## src/rtl/keccak_req_arbiter.sv

```systemverilog
// Round-robin front end that shares one keccak core between NREQ message sources.
// One requester owns the core per message; the core is cleared before every message.
module keccak_req_arbiter #(
    parameter int NREQ = 2
) (
    input  logic                 clk,
    input  logic                 reset_n,
    input  logic [NREQ-1:0]      req_valid,
    input  logic [32*NREQ-1:0]   req_data,
    input  logic [NREQ-1:0]      req_last,
    input  logic [2*NREQ-1:0]    req_byte_num,
    output logic [NREQ-1:0]      req_ready,
    output logic [NREQ-1:0]      grant,
    output logic [NREQ-1:0]      done,
    output logic [511:0]         digest,
    output logic                 busy,
    output logic                 core_reset,
    output logic [31:0]          core_in,
    output logic                 core_in_ready,
    output logic                 core_is_last,
    output logic [1:0]           core_byte_num,
    input  logic                 core_buf_full,
    input  logic [511:0]         core_out,
    input  logic                 core_out_ready,
    output logic [1:0]           dbg_state
);

    localparam int IW = (NREQ > 1) ? $clog2(NREQ) : 1;

    typedef enum logic [1:0] {
        S_IDLE  = 2'd0,
        S_CLEAR = 2'd1,
        S_FEED  = 2'd2,
        S_WAIT  = 2'd3
    } state_t;

    state_t          state;
    state_t          state_nxt;
    logic [IW-1:0]   rr_ptr;
    logic [IW-1:0]   g_idx;
    logic [IW-1:0]   rr_next;
    logic [IW-1:0]   pick_idx;
    logic [NREQ-1:0] pick_onehot;
    logic            pick_found;
    logic            sel_valid;
    logic            sel_last;
    logic [31:0]     sel_data;
    logic [1:0]      sel_bn;
    logic            accept;

    // Handshake: a word moves from the owner into the core on a rising edge where
    // req_valid[g] & req_ready[g] is high; req_ready[g] mirrors core_in_ready and is
    // only ever asserted in FEED for the granted requester, so the requester must
    // hold its word (and last/byte_num) stable until that edge.

    // Two-pass scan: first requesters at or above rr_ptr, then wrap to the bottom.
    always_comb begin
        pick_found  = 1'b0;
        pick_idx    = '0;
        pick_onehot = '0;
        for (int i = 0; i < NREQ; i++) begin
            if (!pick_found && req_valid[i] && (IW'(i) >= rr_ptr)) begin
                pick_found     = 1'b1;
                pick_idx       = IW'(i);
                pick_onehot[i] = 1'b1;
            end
        end
        for (int i = 0; i < NREQ; i++) begin
            if (!pick_found && req_valid[i]) begin
                pick_found     = 1'b1;
                pick_idx       = IW'(i);
                pick_onehot[i] = 1'b1;
            end
        end
    end

    // Owner's signals selected by the one-hot grant register.
    always_comb begin
        sel_valid = 1'b0;
        sel_last  = 1'b0;
        sel_data  = '0;
        sel_bn    = '0;
        for (int i = 0; i < NREQ; i++) begin
            if (grant[i]) begin
                sel_valid = req_valid[i];
                sel_last  = req_last[i];
                sel_data  = req_data[32*i +: 32];
                sel_bn    = req_byte_num[2*i +: 2];
            end
        end
    end

    assign accept  = (state == S_FEED) && sel_valid && !core_buf_full;
    assign rr_next = (g_idx == IW'(NREQ - 1)) ? '0 : g_idx + IW'(1);

    always_ff @(posedge clk or negedge reset_n) begin
        if (!reset_n) begin
            state <= S_IDLE;
        end else begin
            state <= state_nxt;
        end
    end

    always_comb begin
        state_nxt = state;
        case (state)
            S_IDLE:  if (pick_found)           state_nxt = S_CLEAR;
            S_CLEAR:                           state_nxt = S_FEED;
            S_FEED:  if (accept && sel_last)   state_nxt = S_WAIT;
            S_WAIT:  if (core_out_ready)       state_nxt = S_IDLE;
            default:                           state_nxt = S_IDLE;
        endcase
    end

    // Requester-to-core path is combinational in FEED and parked at zero elsewhere.
    always_comb begin
        core_in       = '0;
        core_is_last  = 1'b0;
        core_byte_num = '0;
        core_in_ready = 1'b0;
        req_ready     = '0;
        if (state == S_FEED) begin
            core_in       = sel_data;
            core_is_last  = sel_last;
            core_byte_num = sel_bn;
            core_in_ready = sel_valid && !core_buf_full;
            req_ready     = grant & {NREQ{sel_valid && !core_buf_full}};
        end
    end

    assign busy      = (state != S_IDLE);
    assign dbg_state = state;

    // core_reset is high exactly while the FSM sits in CLEAR, and throughout arbiter reset.
    always_ff @(posedge clk or negedge reset_n) begin
        if (!reset_n) begin
            rr_ptr     <= '0;
            g_idx      <= '0;
            grant      <= '0;
            done       <= '0;
            digest     <= '0;
            core_reset <= 1'b1;
        end else begin
            done       <= '0;
            core_reset <= (state_nxt == S_CLEAR);
            case (state)
                S_IDLE: begin
                    if (pick_found) begin
                        grant <= pick_onehot;
                        g_idx <= pick_idx;
                    end
                end
                S_WAIT: begin
                    if (core_out_ready) begin
                        digest <= core_out;
                        done   <= grant;
                        rr_ptr <= rr_next;
                        grant  <= '0;
                    end
                end
                default: ;
            endcase
        end
    end

endmodule

```

## config.mk

```make
export PLATFORM = sky130hd
export DESIGN_NAME = keccak_req_arbiter
export DESIGN_NICKNAME = d
export VERILOG_FILES = /design/src/rtl/keccak_req_arbiter.sv
export SDC_FILE = /design/constraint.sdc
export NUM_CORES = 1
export LEC_CHECK = 0
export ABC_CLOCK_PERIOD_IN_PS = 1400
export BUFFER_PORTS_ARGS = -buffer_cell sky130_fd_sc_hd__buf_2
export CORE_AREA = 2 2 444 446
export DETAILED_ROUTE_END_ITERATION = 12
export DIE_AREA = 0 0 446 448
export HOLD_SLACK_MARGIN = 0.08
export MAX_ROUTING_LAYER = met4
export PLACE_DENSITY = 0.3
export SKIP_CTS_REPAIR_TIMING = 1
export SLEW_MARGIN = 20
export SYNTH_ARGS = -nofsm -noshare
export SYNTH_HDL_FRONTEND = slang
export SYNTH_SLANG_ARGS = --single-unit
```

## constraint.sdc

```tcl
create_clock -name clk -period 1.4 [get_ports clk]
set_input_delay 0.14 -clock clk [delete_from_list [all_inputs] [get_ports clk]]
set_output_delay 0.14 -clock clk [all_outputs]
set_load 0.05 [all_outputs]
```

==> results.py <==
metrics = {
    "logic_synthesis": {
        "netlist_top_cells_area": "dfrtp_1, nand2_1, buf_2",
        "yosysSeqAreaShare": 0.653,
        "syn_area_per_cell_um2": 8.73,
        "syn-cell-area_um2": 20000,
        "yosys.area.top_type_share": 0.652,
        "synth_edf_count": 0,
        "synth.most_common_cell": "nand2_1",
        "synthArstFlopShare": 1.00,
        "synth.distinct_cells": 24,
        "synth_nets": 2876,
        "synth_seq_cells": 521,
        "ys.flop_type": "dfrtp_1",
        "synth_area_leader_cell": "dfrtp_1",
        "synth_warnings": 0,
        "synth_commonest_cells": "nand2_1, dfrtp_1, buf_2",
        "syn_inst": 2288,
    },
    "clock_network": {
        "cts.sinks": 521,
        "cts_tree": "yes",
        "clockRootBuffer": "clkbuf_16",
        "htreeDepth": 3,
        "clock_path_buffers": 3,
        "clkSlewWorstSetupHoldPaths_ns": 0.06,
        "numCtsBuffers": 73,
        "worstSkewPairLatency_ns": 0.72,
    },
    "timing": {
        "max-slew-margin-rel": 0.708,
        "period_needed_ns": 2.27,
        "fin_hold_ws_ns": -0.0574,
        "fin_crit_sh": 1.62,
        "fmax_mhz": 441,
        "fin_ws_ns": -0.870,
        "drv_slew": 0,
        "rsz0062_at_grt": "yes",
        "hold_viol": 1,
        "finalSetupViolCount": 1061,
        "tightest_slew_ns": 0.439,
        "finalClockSkew_ns": 0.0605,
    },
    "critical_path": {
        "start_kind": "flip-flop",
        "cp-endpoint": "core_in[14]",
        "cp.arrival_ns": 2.13,
        "worstSetupPathType": "flip-flop to primary output",
        "crit_fanout": 7,
        "endpoint_kind": "primary output",
        "crit_start": "grant[1]$_DFFE_PN0P_",
        "r2r_slack_ns": -0.41,
        "regToRegStartpoint": "dbg_state[1]$_DFF_PN0_",
        "reg2reg_depth": 11,
        "reg2reg_to": "digest[234]$_DFFE_PN0P_",
        "critPathRequiredTime_ns": 1.26,
    },
    "run_status": {
        "status": "complete, but fails checks",
        "failed_checks": "hold timing, setup timing",
    },
    "detailed_routing": {
        "drtIter0Drc": 1212,
        "vias": 22600,
        "drc_errors": 0,
        "firstDrtPassIters": 5,
        "drt-wirelength-per-cell_um": 20.5,
        "vias_per_cell": 3.35,
        "wirelength_um": 139000,
        "ant_nets": 0,
    },
    "floorplanning": {
        "start_util": 0.103,
        "die_x_um": 446,
        "ios": 1146,
        "die-area_um2": 200000,
        "fp.dieH_um": 448,
        "rows": 162,
        "core_area_um2": 195000,
    },
    "cells_and_area": {
        "n_fill_cell": 21600,
        "drive_gt1_frac": 0.406,
        "final_util": 0.216,
        "final_nets": 4741,
        "areaGrowthSynthToFinish_pct": 111,
    },
    "grt": {
        "grt_overflow": 0,
        "grt_pass1_vias": 20400,
        "track_usage": 0.126,
        "antenna_found_initial": 29,
        "grt_first_pass_wirelength_um": 171000,
        "grt_max_degree": 59,
    },
    "power": {
        "power_density_nw_per_um2": 2520,
        "vdd_drop_max_uv": 1420,
        "p_leak_nw": 21.9,
    },
    "hold_path": {
        "hold_class": "input port to flip-flop",
    },
    "placed_design": {
        "io_buffers": 1145,
        "dpl_worst_slack_ns": -0.225,
        "place.gp.congestion": 1.06,
        "hpwlAfterDp_um": 105000,
    },
    "job": {
        "drv_cap": 0,
    },
}
kinds of logic (layout without fill, tap and decap cells):
family	after synthesis	count (layout)	share of synthesized area
and+or+nand+nor	1597	1597	0.302
DFF	521	521	0.653
AOI/OAI and AO/OA	40	40	0.0150
buffers and inverters	130	2046	0.0295
other	0	13	0
worst min-delay path by stage:
stage / startpoint / to / slack (ns) / depth (start not counted)
2_1_floorplan: reset_n / dbg_state[0]$_DFF_PN0_ / -0.16 / 0
3_3_place_gp: reset_n / digest[218]$_DFFE_PN0P_ / 0.11 / 2
3_5_place_dp: reset_n / digest[218]$_DFFE_PN0P_ / 0.11 / 2
4_1_cts: reset_n / digest[218]$_DFFE_PN0P_ / -0.67 / 2
5_1_grt: core_buf_full / dbg_state[0]$_DFF_PN0_ / -0.13 / 4
6_report: core_buf_full / dbg_state[0]$_DFF_PN0_ / -0.06 / 4
worst max-delay path, cell delays in order (launching register included):
cell,delay (ns)
dfrtp_2,0.47
nor2b_4,0.10
buf_12,0.15
buf_12,0.13
a22oi_2,0.37
nor2_4,0.07
buf_12,0.16
registers in the layout, indices dropped and copies added (netlist names):
name	count
dbg_state	2
g_idx	1
grant	2
rr_ptr	1
core_reset	1
done	2
digest	512
metal layers:
layer	global-route usage	vias to the layer above	part of all wire
li1	-	10700	-
met1	0.148	10900	0.42
met2	0.204	816	0.49
met3	0.0446	182	0.071
met4	0.0336	0	0.024
met5	-	-	0
metrics by stage:
| stage | hold WS [ns] | setup TNS [ns] | total power, mW | cells | area, um^2 |
|---|---|---|---|---|---|
| detailed placement | 0.109 | -33.01 | 78.8 | 5996 | 30900 |
| global route | -0.125 | -306.60 | 111 | 6754 | 42000 |
| CTS | -0.673 | -145.77 | 98.7 | 6122 | 33300 |
| floorplan | -0.156 | -31.49 | 60.2 | 2288 | 20500 |
| global placement | 0.109 | -30.95 | 78.8 | 5996 | 30900 |
| finish | -0.0574 | -213.68 | 106 | 6759 | 42100 |
power by group:
group | internal [mW] | total (mW) | switching, mW
clock | 11.1 | 19.0 | 7.97
sequential | 21.9 | 26.2 | 4.32
combinational | 18.2 | 60.6 | 42.3
cells in the final DEF (no fill, tap or decap), types with 2 or more instances in the layout:
cell type         n
clkbuf_1         21
bufinv_16         4
clkinvlp_4        4
nand2_2          74
o21ai_0           2
inv_16            2
dfrtp_2          12
diode_2          13
buf_8            35
nand3b_1          2
nand2_1        1432
clkinv_16         4
a22oi_2          33
clkbuf_8         11
nor2_1            4
buf_6           172
buf_16           13
dlygate4sd3_1   518
nor2_4           33
nand3_1           2
buf_2           946
buf_4           115
buf_12           84
clkinv_2          6
clkbuf_16       106
inv_2             2
nand2_4          36
nor2_2            4
dfrtp_1         508
area by class of cell:
cell class,count,area (um^2),area share
Timing Repair Buffer,1916,16100,0.383
Sequential cell,521,13100,0.310
Multi-Input combinational cell,1637,7250,0.172
Tap cell,2542,3180,0.0756
Clock buffer,105,2060,0.0489
Clock inverter,21,350,0.00833
Antenna cell,13,32.5,0.000774
Inverter,4,18.8,0.000446
(Power assumes the default switching activity.)
